--- config.mk ---
export PLATFORM = sky130hd
export DESIGN_NAME = vga_timing_obj_gen_flat
export DESIGN_NICKNAME = d
export VERILOG_FILES = /design/src/rtl/vga_timing_obj_gen_if.sv /design/src/rtl/vga_timing_obj_gen.sv /design/src/flat_wrapper.sv
export SDC_FILE = /design/constraint.sdc
export NUM_CORES = 1
export LEC_CHECK = 0
export ABC_AREA = 1
export BUFFER_PORTS_ARGS = -buffer_cell sky130_fd_sc_hd__buf_2
export CAP_MARGIN = 20
export CORE_MARGIN = 2
export CORE_UTILIZATION = 53
export DETAILED_ROUTE_END_ITERATION = 8
export GPL_ROUTABILITY_DRIVEN = 0
export PLACE_DENSITY = 0.76
export SLEW_MARGIN = 20
export SYNTH_ARGS = -nofsm -noshare
export SYNTH_HDL_FRONTEND = slang
export SYNTH_SLANG_ARGS = --single-unit
--- constraint.sdc ---
create_clock -name vga_clk -period 3.1 [get_ports vga_clk]
set_input_delay 0.465 -clock vga_clk [delete_from_list [all_inputs] [get_ports vga_clk]]
set_output_delay 0.465 -clock vga_clk [all_outputs]
set_load 0.02 [all_outputs]
--- src/rtl/vga_timing_obj_gen_if.sv ---
// vga_timing_obj_gen_if: CSR-side configuration port of the VGA object generator
interface vga_timing_obj_gen_if #(
  parameter int XW = 11,
  parameter int CW = 8
);
  logic            cfg_valid;
  logic [XW-1:0]   cfg_obj_x;
  logic [XW-1:0]   cfg_obj_y;
  logic [XW-1:0]   cfg_obj_w;
  logic [XW-1:0]   cfg_obj_h;
  logic [3*CW-1:0] cfg_obj_color;
  logic [3*CW-1:0] cfg_bg_color;
  logic            cfg_pending;
  modport master (
    output cfg_valid, cfg_obj_x, cfg_obj_y, cfg_obj_w, cfg_obj_h, cfg_obj_color, cfg_bg_color,
    input  cfg_pending
  );
  modport slave (
    input  cfg_valid, cfg_obj_x, cfg_obj_y, cfg_obj_w, cfg_obj_h, cfg_obj_color, cfg_bg_color,
    output cfg_pending
  );
endinterface

--- src/rtl/vga_timing_obj_gen.sv ---
// vga_timing_obj_gen: parametrised VGA timing with one double-buffered solid rectangle over a background
module vga_timing_obj_gen #(
  parameter int CW       = 8,
  parameter int CLK_DIV  = 4,
  parameter int H_ACTIVE = 640,
  parameter int H_FP     = 16,
  parameter int H_SYNC   = 96,
  parameter int H_BP     = 48,
  parameter int V_ACTIVE = 480,
  parameter int V_FP     = 10,
  parameter int V_SYNC   = 2,
  parameter int V_BP     = 33,
  parameter bit HS_POL   = 1'b0,
  parameter bit VS_POL   = 1'b0,
  parameter int XW       = 11
) (
  input  logic          vga_clk,
  input  logic          rst,
  vga_timing_obj_gen_if.slave cfg,
  output logic          frame_start,
  output logic          vga_clk_out,
  output logic          vga_hsync,
  output logic          vga_vsync,
  output logic [CW-1:0] vga_r,
  output logic [CW-1:0] vga_g,
  output logic [CW-1:0] vga_b
);
  localparam int H_TOTAL = H_ACTIVE + H_FP + H_SYNC + H_BP;
  localparam int V_TOTAL = V_ACTIVE + V_FP + V_SYNC + V_BP;
  localparam int DW      = $clog2(CLK_DIV);
  typedef struct packed {
    logic [XW-1:0]   x;
    logic [XW-1:0]   y;
    logic [XW-1:0]   w;
    logic [XW-1:0]   h;
    logic [3*CW-1:0] oc;
    logic [3*CW-1:0] bg;
  } cfg_t;
  logic [DW-1:0]   div_q, div_d;
  logic [XW-1:0]   h_q, h_d, v_q, v_d;
  cfg_t            pend_q, pend_d, shad_q, shad_d;
  logic            pending_q, pending_d;
  logic            hs_q, hs_d, vs_q, vs_d, fs_q, fs_d, clk_q, clk_d;
  logic [3*CW-1:0] rgb_q, rgb_d;
  logic            pix_ce, h_end, v_end, apply, active, hit, hs_act, vs_act;
  always_comb begin
    pix_ce    = div_q == DW'(CLK_DIV - 1);
    h_end     = h_q == XW'(H_TOTAL - 1);
    v_end     = v_q == XW'(V_TOTAL - 1);
    apply     = pix_ce && h_end && v_end;
    div_d     = pix_ce ? '0 : div_q + 1'b1;
    h_d       = pix_ce ? (h_end ? '0 : h_q + 1'b1) : h_q;
    v_d       = (pix_ce && h_end) ? (v_end ? '0 : v_q + 1'b1) : v_q;
    // Object bounds use one extra bit so x+w cannot wrap around
    hit       = ({1'b0, h_q} >= {1'b0, shad_q.x}) && ({1'b0, h_q} < {1'b0, shad_q.x} + {1'b0, shad_q.w}) &&
                ({1'b0, v_q} >= {1'b0, shad_q.y}) && ({1'b0, v_q} < {1'b0, shad_q.y} + {1'b0, shad_q.h});
    active    = (h_q < XW'(H_ACTIVE)) && (v_q < XW'(V_ACTIVE));
    hs_act    = (h_q >= XW'(H_ACTIVE + H_FP)) && (h_q < XW'(H_ACTIVE + H_FP + H_SYNC));
    vs_act    = (v_q >= XW'(V_ACTIVE + V_FP)) && (v_q < XW'(V_ACTIVE + V_FP + V_SYNC));
    hs_d      = pix_ce ? (hs_act ? HS_POL : ~HS_POL) : hs_q;
    vs_d      = pix_ce ? (vs_act ? VS_POL : ~VS_POL) : vs_q;
    rgb_d     = pix_ce ? (active ? (hit ? shad_q.oc : shad_q.bg) : '0) : rgb_q;
    fs_d      = pix_ce && h_q == '0 && v_q == '0;
    clk_d     = div_q < DW'(CLK_DIV / 2);
    // On a simultaneous write and apply, the shadow takes the older pending set
    shad_d    = apply ? pend_q : shad_q;
    pend_d    = cfg.cfg_valid ? cfg_t'({cfg.cfg_obj_x, cfg.cfg_obj_y, cfg.cfg_obj_w, cfg.cfg_obj_h,
                                        cfg.cfg_obj_color, cfg.cfg_bg_color}) : pend_q;
    pending_d = cfg.cfg_valid || (pending_q && !apply);
  end
  always_ff @(posedge vga_clk) begin
    if (rst) begin
      div_q     <= '0;
      h_q       <= '0;
      v_q       <= '0;
      pend_q    <= '0;
      shad_q    <= '0;
      pending_q <= 1'b0;
      hs_q      <= ~HS_POL;
      vs_q      <= ~VS_POL;
      rgb_q     <= '0;
      fs_q      <= 1'b0;
      clk_q     <= 1'b0;
    end else begin
      div_q     <= div_d;
      h_q       <= h_d;
      v_q       <= v_d;
      pend_q    <= pend_d;
      shad_q    <= shad_d;
      pending_q <= pending_d;
      hs_q      <= hs_d;
      vs_q      <= vs_d;
      rgb_q     <= rgb_d;
      fs_q      <= fs_d;
      clk_q     <= clk_d;
    end
  end
  assign cfg.cfg_pending       = pending_q;
  assign frame_start           = fs_q;
  assign vga_clk_out           = clk_q;
  assign vga_hsync             = hs_q;
  assign vga_vsync             = vs_q;
  assign {vga_r, vga_g, vga_b} = rgb_q;
endmodule
--- src/flat_wrapper.sv ---
// flat-port wrapper written by rule: the top's interface ports become plain ports
module vga_timing_obj_gen_flat 
#(
  parameter int CW       = 8,
  parameter int CLK_DIV  = 4,
  parameter int H_ACTIVE = 640,
  parameter int H_FP     = 16,
  parameter int H_SYNC   = 96,
  parameter int H_BP     = 48,
  parameter int V_ACTIVE = 480,
  parameter int V_FP     = 10,
  parameter int V_SYNC   = 2,
  parameter int V_BP     = 33,
  parameter bit HS_POL   = 1'b0,
  parameter bit VS_POL   = 1'b0,
  parameter int XW       = 11
)
  (vga_clk, rst, frame_start, vga_clk_out, vga_hsync, vga_vsync, vga_r, vga_g, vga_b, cfg_cfg_valid, cfg_cfg_obj_x, cfg_cfg_obj_y, cfg_cfg_obj_w, cfg_cfg_obj_h, cfg_cfg_obj_color, cfg_cfg_bg_color, cfg_cfg_pending);
  vga_timing_obj_gen_if #(.XW(XW), .CW(CW)) cfg_i ();
  input  logic vga_clk;
  input  logic rst;
  output logic frame_start;
  output logic vga_clk_out;
  output logic vga_hsync;
  output logic vga_vsync;
  output logic [CW-1:0] vga_r;
  output logic [CW-1:0] vga_g;
  output logic [CW-1:0] vga_b;
  input wire logic [$bits(cfg_i.cfg_valid)-1:0] cfg_cfg_valid;
  input wire logic [$bits(cfg_i.cfg_obj_x)-1:0] cfg_cfg_obj_x;
  input wire logic [$bits(cfg_i.cfg_obj_y)-1:0] cfg_cfg_obj_y;
  input wire logic [$bits(cfg_i.cfg_obj_w)-1:0] cfg_cfg_obj_w;
  input wire logic [$bits(cfg_i.cfg_obj_h)-1:0] cfg_cfg_obj_h;
  input wire logic [$bits(cfg_i.cfg_obj_color)-1:0] cfg_cfg_obj_color;
  input wire logic [$bits(cfg_i.cfg_bg_color)-1:0] cfg_cfg_bg_color;
  output wire logic [$bits(cfg_i.cfg_pending)-1:0] cfg_cfg_pending;
  assign cfg_i.cfg_valid = cfg_cfg_valid;
  assign cfg_i.cfg_obj_x = cfg_cfg_obj_x;
  assign cfg_i.cfg_obj_y = cfg_cfg_obj_y;
  assign cfg_i.cfg_obj_w = cfg_cfg_obj_w;
  assign cfg_i.cfg_obj_h = cfg_cfg_obj_h;
  assign cfg_i.cfg_obj_color = cfg_cfg_obj_color;
  assign cfg_i.cfg_bg_color = cfg_cfg_bg_color;
  assign cfg_cfg_pending = cfg_i.cfg_pending;
  vga_timing_obj_gen #(.CW(CW), .CLK_DIV(CLK_DIV), .H_ACTIVE(H_ACTIVE), .H_FP(H_FP), .H_SYNC(H_SYNC), .H_BP(H_BP), .V_ACTIVE(V_ACTIVE), .V_FP(V_FP), .V_SYNC(V_SYNC), .V_BP(V_BP), .HS_POL(HS_POL), .VS_POL(VS_POL), .XW(XW)) u_core (.vga_clk(vga_clk), .rst(rst), .cfg(cfg_i), .frame_start(frame_start), .vga_clk_out(vga_clk_out), .vga_hsync(vga_hsync), .vga_vsync(vga_vsync), .vga_r(vga_r), .vga_g(vga_g), .vga_b(vga_b));
endmodule
Yosys cells after proc, flatten, opt, wreduce, memory -nomap -nowiden
Index checks and enable logic that the tools add are counted.
{"block": "op_classes", "mux": 6, "eq_ne": 3, "n_reduce_logical": 16, "add_sub_neg": 5, "order_cmp": 11}
{"operator": "2-to-1 mux 24 bit", "n": 2}
{"operator": "adder 11 x 11 -> 12 bit", "n": 2}
{"operator": "less-than comparator 11 x 12 -> 1 bit", "n": 2}
{"operator": "adder 11 x 1 -> 11 bit (second input constant)", "n": 2}
{"operator": "== test 11 x 10 -> 1 bit (second input constant)", "n": 2}
{"operator": "greater-or-equal comparator 11 bit", "n": 2}
{"operator": "zero test 11 bit", "n": 2}
{"operator": "less-than comparator 11 x 10 -> 1 bit (second input constant)", "n": 2}
{"operator": "less-than comparator 11 x 9 -> 1 bit (second input constant)", "n": 2}
{"operator": "2-to-1 mux 11 bit", "n": 2}
{"operator": "greater-or-equal comparator 11 x 10 -> 1 bit (second input constant)", "n": 1}
{"operator": "greater-or-equal comparator 11 x 9 -> 1 bit (second input constant)", "n": 1}
{"operator": "logical AND 1 bit", "n": 11}
{"operator": "adder 2 x 1 -> 2 bit (second input constant)", "n": 1}
{"operator": "== test 2 bit (second input constant)", "n": 1}
{"operator": "less-than comparator 2 bit (second input constant)", "n": 1}
{"operator": "2-to-1 mux 1 bit", "n": 2}
{"operator": "OR reduction 2 bit", "n": 1}
{"operator": "zero test 1 bit", "n": 1}
{"operator": "logical OR 1 bit", "n": 1}
{"block": "totals", "out_inout_bits": 29, "word_cells": 62, "register_bits": 237, "inputBits": 95}

Depth between registers and ports, before layout
Gate-level depths: netlist (run 1).
{"block": "logic_depth", "ltp_word": 7, "ltp_mapped": 23, "mapped_depth_nobuf": 22}

Worst setup path before layout (run 1)
OpenSTA, ideal clock, no wires.
{"block": "synth_timing", "path_type": "reg2reg", "from": "register u_core.shad_q[61] (netlist name)", "to": "register u_core.rgb_q[22]", "stages_incl_launch_ff": 18, "slack_ns": 0.027, "synth_period_minus_slack_ns": 3.073, "n_path_buf": 1, "arrival_ns": 2.960, "setup_ns": 0.113, "required_time_ns": 2.987, "cell_sequence": "dfxtp_1 ha_1 a21o_1 a31oi_1 o21bai_1 a21boi_0 nor2_1 nor2_1 xor2_1 ha_1 a21o_1 a21oi_1 nand2_1 a21oi_2 buf_2 nand3_1 nand3_1 nand2_1"}
{"block": "synth_via", "elab_chain_cells": 7}
{"element": "start, declared", "line": "vga_timing_obj_gen.sv:41", "rtl": "cfg_t pend_q, pend_d, shad_q, shad_d;"}
{"element": "start signal, assigned", "line": "vga_timing_obj_gen.sv:77", "rtl": "shad_q <= '0;"}
{"element": "start signal, assigned", "line": "vga_timing_obj_gen.sv:89", "rtl": "shad_q <= shad_d;"}
{"element": "adder 11 x 11 -> 12 bit", "line": "vga_timing_obj_gen.sv:55", "rtl": "hit = ({1'b0, h_q} >= {1'b0, shad_q.x}) && ({1'b0, h_q} < {1'b0, shad_q.x} + {1'b0, shad_q.w}) &&"}
{"element": "less-than comparator 11 x 12 -> 1 bit", "line": "vga_timing_obj_gen.sv:55"}
{"element": "logical AND 1 bit (2 in a row)", "line": "vga_timing_obj_gen.sv:55"}
{"element": "logical AND 1 bit", "line": "vga_timing_obj_gen.sv:56", "rtl": "({1'b0, v_q} >= {1'b0, shad_q.y}) && ({1'b0, v_q} < {1'b0, shad_q.y} + {1'b0, shad_q.h});"}
{"element": "2-to-1 mux 24 bit (2 in a row)", "line": "vga_timing_obj_gen.sv:62", "rtl": "rgb_d = pix_ce ? (active ? (hit ? shad_q.oc : shad_q.bg) : '0) : rgb_q;"}
{"element": "end signal, assigned", "line": "vga_timing_obj_gen.sv:93", "rtl": "rgb_q <= rgb_d;"}
{"element": "end, declared", "line": "vga_timing_obj_gen.sv:44", "rtl": "logic [3*CW-1:0] rgb_q, rgb_d;"}
No other way between the ends.
A chain may end at the register's enable or synchronous reset.

Worst setup path after layout (run 1)
{"block": "layout_timing", "from": "register u_core.shad_q[81] (netlist name)", "to": "register u_core.rgb_q[12]"}
{"block": "layout_via", "elab_chain_cells": 7, "elab_cells_between_ends": 8, "cone_classes": "1 x add/sub; 2 x order compare; 2 x mux; 3 x reduce/logical"}
{"element": "adder 11 x 11 -> 12 bit", "line": "vga_timing_obj_gen.sv:55"}
{"element": "less-than comparator 11 x 12 -> 1 bit", "line": "vga_timing_obj_gen.sv:55"}
{"element": "logical AND 1 bit * (2 in a row)", "line": "vga_timing_obj_gen.sv:55"}
{"element": "logical AND 1 bit *", "line": "vga_timing_obj_gen.sv:56"}
{"element": "2-to-1 mux 24 bit * (2 in a row)", "line": "vga_timing_obj_gen.sv:62"}
Mark *: on every way between the ends. The rest lies on a longest branch, timed or not.

==> impl_metrics.py, run 1 <==
metrics = {
    "status": {
        "status": "finished with violations",
        "violations": "setup timing",
    },
    "yosys": {
        "synth_enable_flop_cells": 0,
        "synthArstFlopShare_pct": 0,
        "ys_top_cells_by_count": "nor2_1 (355), dfxtp_1 (237), nand2_1 (168)",
        "synth_ff_type": "dfxtp_1",
        "ys_warn_count": 0,
        "synthMuxAreaShare_pct": 0,
        "synth-compound-area-share_pct": 16.8,
        "yosys.area.top_type": "dfxtp_1",
        "yosysUniqueCellTypes": 41,
        "yosys.area_share.simple_pct": 23.4,
        "synthAdderAreaFrac_pct": 8.14,
        "synth_cells": 1413,
        "synth_area_leaders": "dfxtp_1 (43%), nor2_1 (12%), ha_1 (7.8%), a211oi_2 (7.7%), o21ai_0 (5.8%)",
        "avgSynthCellArea_sq_um": 7.85,
        "synth_xor_area_share_pct": 1.74,
        "yosysMostFrequentCell": "nor2_1",
        "netlist_area_sq_um": 11100,
        "synth_nets": 1579,
        "yosysTopAreaCellShare_pct": 42.8,
        "ys_seq_elements": 237,
        "yosysSeqAreaShare_pct": 42.8,
        "synth_top_family_by_area": "simple AND/OR/NAND/NOR gates",
    },
    "sta": {
        "relSlewSlack_pct": 43.8,
        "fmax_mhz": 317,
        "hold_viol": 0,
        "setup_violations": 13,
        "finalSetupTns_ps": -210,
        "post-route-min-period_ps": 3150,
        "rsz0062_at_grt": "true",
        "fin_skew_ps": 7.12,
        "holdWs_ps": 163,
        "post-route-period-util_pct": 102,
        "worst_slew_pin_slew_ps": 843,
        "slew_violations": 0,
        "worst_slack_ps": -52.1,
    },
    "die": {
        "io_pins": 124,
        "die_h_microns": 149,
        "core_sq_um": 20400,
        "num_rows": 52,
        "die_w_microns": 149,
        "start_util_pct": 54.5,
        "dieArea_sq_um": 22100,
    },
    "routing": {
        "wl_mm": 27.4,
        "ant_nets": 0,
        "drt-initial-drc-count": 727,
        "post_drt_via_cell_ratio": 5.33,
        "firstDrtPassIters": 5,
        "via_count": 9677,
        "drc_errors": 0,
        "drt-wirelength-per-cell_microns": 15.1,
    },
    "layout": {
        "instances_no_fill": 1815,
        "n_antenna_cell": 0,
        "stdcell_area_sq_um": 13200,
        "fin_nets": 1693,
        "fill_cells": 1660,
        "layout-drive-gt1-share_pct": 21.7,
        "area_delta_synth_final_pct": 19.0,
    },
    "pwr": {
        "irDropWorstVdd_uv": 464,
        "p_leak_uw": 0.00606,
        "cellPowerDensity_nw_per_um2": 502,
        "power_uw": 6630,
    },
    "clock_tree": {
        "cts-root-buf": "clkbuf_16",
        "tritoncts": "built",
        "cts_buffers": 25,
        "htree_num_levels": 1,
        "clock_latency_ps": 520,
        "path_clk_slew_ps": 60,
        "clockBufferDepth": 3,
        "hold_buffers": 0,
        "cts_sinks": 237,
    },
    "placement": {
        "dp_hpwl_mm": 18.2,
        "port_buffers": 123,
        "dp_cells": 1762,
        "postPlaceCellArea_sq_um": 12000,
    },
    "setup_path": {
        "crit_path_start_kind": "register",
        "worstPathRequired_ps": 3570,
        "endpoint_kind": "register",
        "critical_path_class": "register to register",
        "worstPathArrival_ps": 3620,
        "worstPathMaxFanout": 6,
    },
    "global_route": {
        "grt-ovfl-total": 0,
        "antenna_found_initial": 0,
        "grt_pass1_wl_mm": 43.8,
        "grt_usage_pct": 24.0,
        "grt_pass1_vias": 9112,
        "grt_max_degree": 93,
    },
    "job": {
        "drv_cap": 0,
    },
    "worst_hold_path": {
        "hold_path.class": "primary input to register",
    },
}
## power breakdown
group	switching, uW	internal (uW)	total [uW]	leakage (uW)
combinational	197	109	306	0.00369
sequential	47.7	3140	3180	0.00194
clock	1210	1920	3140	0.000429
total	1460	5170	6630	0.00606
## layer usage
| metal | share of wire [%] | track usage, % | vias up |
|---|---|---|---|
| li1 | - | - | 4867 |
| met1 | 45 | 33.5 | 4454 |
| met2 | 46 | 39.6 | 316 |
| met3 | 7.0 | 3.25 | 40 |
| met4 | 2.0 | 5.76 | 0 |
| met5 | 0 | 0 | - |
## metrics by stage
stage | setup slack [ps] | util, %
floorplan | 26.8 | -
global placement | 18.6 | 59.0
detailed placement | -74.5 | 59.0
CTS | 4.16 | 63.4
global route | -234 | 64.8
finish | -52.1 | 64.8
## sequential cells by signal, summed over array words and instances, names as in the netlist
| signal | cells |
|---|---|
| u_core.rgb_q | 24 |
| u_core.frame_start | 1 |
| u_core.vga_vsync | 1 |
| u_core.cfg.cfg_pending | 1 |
| u_core.h_q | 11 |
| u_core.vga_hsync | 1 |
| u_core.shad_q | 92 |
| u_core.pend_q | 92 |
| u_core.v_q | 11 |
| u_core.div_q | 2 |
| u_core.vga_clk_out | 1 |
## repair_timing
item / 4_1_cts / 5_1_grt
endpoints found under the hold margin: 0 / 0
setup endpoints to repair: 24 / 24
cloned: 0 / 5
setup buffers: 1 / 4
pin swaps: 2 / 42
gates resized for setup: 7 / 53
## layout make-up
type                            count  area [sq um]  share of cell area (%)
Tap cell                          270           338                    2.56
Clock inverter                      8           125                   0.948
Multi-Input combinational cell    984          5770                    43.7
Sequential cell                   237          4750                    36.0
Clock buffer                       37           751                    5.69
Inverter                          122           458                    3.47
Timing Repair Buffer              157          1010                    7.63
## critical path, stage by stage, from the launching register on
cell      delay (ps)
dfxtp_2          330
ha_4             160
fa_2             390
nand3_2           80
nand3_2          100
nand2_1           80
o211ai_1         110
nand2_1           90
nand2_1           70
a21oi_2          150
xor2_1           170
ha_1             260
and3_1           150
nand2_1           50
nand2_1           60
a21oi_2          190
buf_12           160
nand2_8           70
buf_12           150
nand2_1           70
nand3_1          100
nand2_1           80
## path summary, 6_finish.rpt
kind                                  start                        endpoint  slack (ps)  depth (start not counted)
max reg2reg  u_core.shad_q[81]$_SDFFE_PP0P_   u_core.rgb_q[12]$_SDFFE_PP0P_         -50                         21
min                   cfg_cfg_obj_color[19]  u_core.pend_q[43]$_SDFFE_PP0P_         160                          3
max          u_core.shad_q[81]$_SDFFE_PP0P_   u_core.rgb_q[12]$_SDFFE_PP0P_         -50                         21
min reg2reg      u_core.div_q[1]$_SDFF_PP0_   u_core.vga_clk_out$_SDFF_PP0_         410                          1
## cells in the final DEF, fill, tap and decap left out, types with 5 or more instances in the layout
cell       count
nor2_2         6
xnor2_1        6
nand4_1       11
xor2_1        16
dfxtp_2        6
clkbuf_8       8
clkbuf_16     28
buf_4         22
nand2_2       15
a21oi_1       33
inv_1        115
nand3_1       55
nor3_1         7
a211oi_2      68
buf_2        122
ha_1          65
buf_12         5
o21ai_0      126
nor2_1       353
dfxtp_1      231
nand2_1      152
buf_6          5
nand3_2       14
inv_2          7
## cell families after synthesis
| logic type | Yosys count |
|---|---|
| simple gates | 633 |
| compound gates | 258 |
| flops | 237 |
| buf+inv | 192 |
| fa+ha+maj | 71 |
| xor+xnor | 22 |
Power figures use the tool's default switching activity.
==> run 2: changes to the inputs <==
ABC_AREA = unset   (was 1)
==> impl_metrics.py, run 2 <==
metrics = {
    "sta": {
        "slew_violations": 0,
        "fin_skew_ps": 16.4,
        "worst_slack_ps": -536,
        "relSlewSlack_pct": 44.4,
        "setup_violations": 24,
        "rsz0062_at_grt": "true",
        "fmax_mhz": 275,
        "hold_viol": 0,
        "post-route-period-util_pct": 117,
        "post-route-min-period_ps": 3640,
        "worst_slew_pin_slew_ps": 834,
        "holdWs_ps": 158,
    },
    "status": {
        "violations": "setup timing",
        "status": "finished with violations",
    },
    "yosys": {
        "netlist_area_sq_um": 10700,
        "ys_warn_count": 0,
        "yosysMostFrequentCell": "nand2_1",
        "synth_nets": 1430,
        "yosys.area.top_type": "dfxtp_1",
        "synth_area_leaders": "dfxtp_1 (44%), nand2_1 (9.7%), mux2i_1 (8.6%), ha_1 (8.0%), a21oi_1 (5.5%)",
        "ys_top_cells_by_count": "nand2_1 (279), dfxtp_1 (237), nor2_1 (131)",
        "yosysSeqAreaShare_pct": 44.1,
        "yosysUniqueCellTypes": 61,
        "ys_seq_elements": 237,
        "synth_enable_flop_cells": 0,
        "synthArstFlopShare_pct": 0,
        "synth_cells": 1264,
        "synth_ff_type": "dfxtp_1",
        "avgSynthCellArea_sq_um": 8.50,
        "yosysTopAreaCellShare_pct": 44.1,
    },
    "placement": {
        "place_ws_ps": -580,
        "dp_hpwl_mm": 18.0,
        "port_buffers": 123,
    },
    "global_route": {
        "grt_pass1_vias": 9349,
        "grt_max_degree": 84,
        "grt_usage_pct": 25.4,
        "use_met2_pct": 43.1,
        "grt-ovfl-total": 0,
        "antenna_found_initial": 0,
        "use_met1_pct": 33.5,
        "met3_usage_pct": 3.50,
        "grt_pass1_wl_mm": 45.6,
        "grt_busiest_layer": "met2",
    },
    "routing": {
        "firstDrtPassIters": 5,
        "drt-initial-drc-count": 632,
        "ant_nets": 0,
        "drt-wirelength-per-cell_microns": 16.0,
        "via_count": 9362,
        "drc_errors": 0,
        "wl_mm": 27.3,
        "post_drt_via_cell_ratio": 5.50,
    },
    "setup_path": {
        "endpoint_kind": "register",
        "crit_buf_inv": 3,
        "r2r_cells": 18,
        "crit_end": "u_core.rgb_q[19]$_SDFFE_PP0P_",
        "rrSetupSlack_ps": -540,
        "crit_path_start_kind": "register",
        "timing.rr.start": "u_core.shad_q[48]$_SDFFE_PP0P_",
        "timing.rr.end": "u_core.rgb_q[19]$_SDFFE_PP0P_",
        "cp_num_cells": 18,
        "worst_path_largest_cell_delay_ps": 350,
        "crit_slowest_cell": "dfxtp_2",
        "worstPathMaxFanout": 11,
        "worstPathArrival_ps": 4050,
        "critical_path_class": "register to register",
        "worstPathRequired_ps": 3520,
        "startpoint": "u_core.shad_q[48]$_SDFFE_PP0P_",
        "critPathTopFamily": "compound AO/OA/AOI/OAI gates",
        "cp_cell_sequence": "ha_4 > inv_2 > fa_2 > nor2b_1 > o21ai_1 > a21oi_1 > o21a_1 > or2_4 > a21oi_2 > a311oi_1 > ha_1 > a21oi_2 > nand4_1 > buf_6 > o2111a_2 > nor3_4 > buf_6 > o211ai_1",
    },
    "clock_tree": {
        "cts_sinks": 237,
        "cts_buffers": 25,
        "htree_num_levels": 1,
        "tritoncts": "built",
        "cts-root-buf": "clkbuf_16",
        "clock_latency_ps": 540,
        "path_clk_slew_ps": 60,
        "clockBufferDepth": 3,
    },
    "die": {
        "num_rows": 52,
        "die_h_microns": 146,
        "dieArea_sq_um": 21400,
        "io_pins": 124,
        "start_util_pct": 53.6,
        "die_w_microns": 146,
        "core_sq_um": 20000,
    },
    "layout": {
        "area_delta_synth_final_pct": 21.3,
        "layout_commonest_cell": "nand2_1",
        "reg_top3": "u_core.pend_q x92, u_core.shad_q x92, u_core.rgb_q x24",
        "n_antenna_cell": 0,
        "final_cell_mix": "nand2_1 (279), dfxtp_1 (233), nor2_1 (130), buf_2 (121), a21oi_1 (114)",
        "fill_cells": 1700,
        "fin_nets": 1581,
        "layout-drive-gt1-share_pct": 19.0,
    },
    "pwr": {
        "cellPowerDensity_nw_per_um2": 493,
        "irDropWorstVdd_uv": 463,
        "p_leak_uw": 0.00543,
        "power.internal_uw": 4990,
        "pwr-share-clk_pct": 45.9,
        "p_comb_share_pct": 4.8,
        "p_sw_share_pct": 22.3,
        "p_seq_share_pct": 49.3,
        "net-switching-power_uw": 1430,
    },
    "worst_hold_path": {
        "hold_path.class": "primary input to register",
    },
    "job": {
        "drv_cap": 0,
    },
}
## run 2: cell count changes in the layout (fill, tap and decap cells not counted), sizes merged, moves of 53 or more
cell	change
nor2	-228
o21ai	-109
nand2	+107
mux2i	+92
inv	-83
a21oi	+82
a211oi	-69
nand3	-53
## run 2: worst register-to-register path, delay by kind of cell, from the launching register on
kind                     cells  cell delay, ps
buffers and inverters        3             390
AND/OR/NAND/NOR              4             710
flip-flops                   1             350
adder cells (fa/ha/maj)      3             780
AO/OA/AOI/OAI                8            1290
## run 2: per-layer routing
layer / share of wire (%) / wire, microns
met1: 44 / 12100
met2: 48 / 13000
met3: 4.8 / 1310
met4: 3.1 / 841
met5: 0 / 0
## run 2: power groups by stage
stage	registers, uW	logic (uW)	clock network, uW
floorplan	3220	196	0
global placement	3230	299	0
detailed placement	3240	307	0
CTS	3170	311	2980
global route	3180	343	3110
finish	3170	309	2950
## run 2: logic make-up after synthesis
| group | after synthesis | share of synthesized area [%] |
|---|---|---|
| XOR/XNOR | 30 | 2.44 |
| buffers and inverters | 112 | 4.14 |
| adder cells (fa/ha/maj) | 71 | 8.40 |
| multiplexers | 92 | 8.57 |
| flip-flops | 237 | 44.1 |
| AO/OA/AOI/OAI | 209 | 11.6 |
| AND/OR/NAND/NOR | 513 | 20.7 |
## run 2: what timing repair did
| action | CTS | global route |
|---|---|---|
| gates cloned | 7 | 0 |
| hold buffers | 0 | 0 |
| gates resized for setup | 30 | 9 |
| endpoints found under the hold margin | 0 | 0 |
| pin swaps | 48 | 14 |
| setup endpoints to repair | 24 | 24 |
| buffers inserted | 11 | 1 |
## run 2: worst min path at each step
stage,start,end,slack [ps],cells past startpoint
CTS,cfg_cfg_obj_color[22],u_core.pend_q[46]$_SDFFE_PP0P_,150,3
detailed placement,u_core.div_q[1]$_SDFF_PP0_,u_core.vga_clk_out$_SDFF_PP0_,410,1
global route,cfg_cfg_bg_color[1],u_core.pend_q[1]$_SDFFE_PP0P_,160,3
global placement,u_core.div_q[1]$_SDFF_PP0_,u_core.vga_clk_out$_SDFF_PP0_,410,1
finish,cfg_cfg_obj_color[22],u_core.pend_q[46]$_SDFFE_PP0P_,160,3
floorplan,u_core.div_q[1]$_SDFF_PP0_,u_core.vga_clk_out$_SDFF_PP0_,390,1
## run 2: metrics by stage
step	power, uW	instances	util [%]	instance area (sq um)	setup TNS, ps
after floorplan	3420	1264	-	10800	-7020
after global placement	3530	1639	59.5	11900	-11670
after detailed placement	3540	1639	59.5	11900	-13200
after CTS	6460	1700	64.8	13000	-9510
after global routing	6630	1701	65.0	13000	-16080
final	6430	1701	65.0	13000	-11960
## run 2: area by class of cell
class                      instances  area, sq um  share of cell area [%]
tap                              270          338                    2.59
inverter                          38          143                    1.09
multi-input combinational        921         5770                    44.3
timing repair buffer             192         1230                    9.42
clock buffer                      35          693                    5.32
clock inverter                     8          109                   0.835
sequential                       237         4750                    36.4
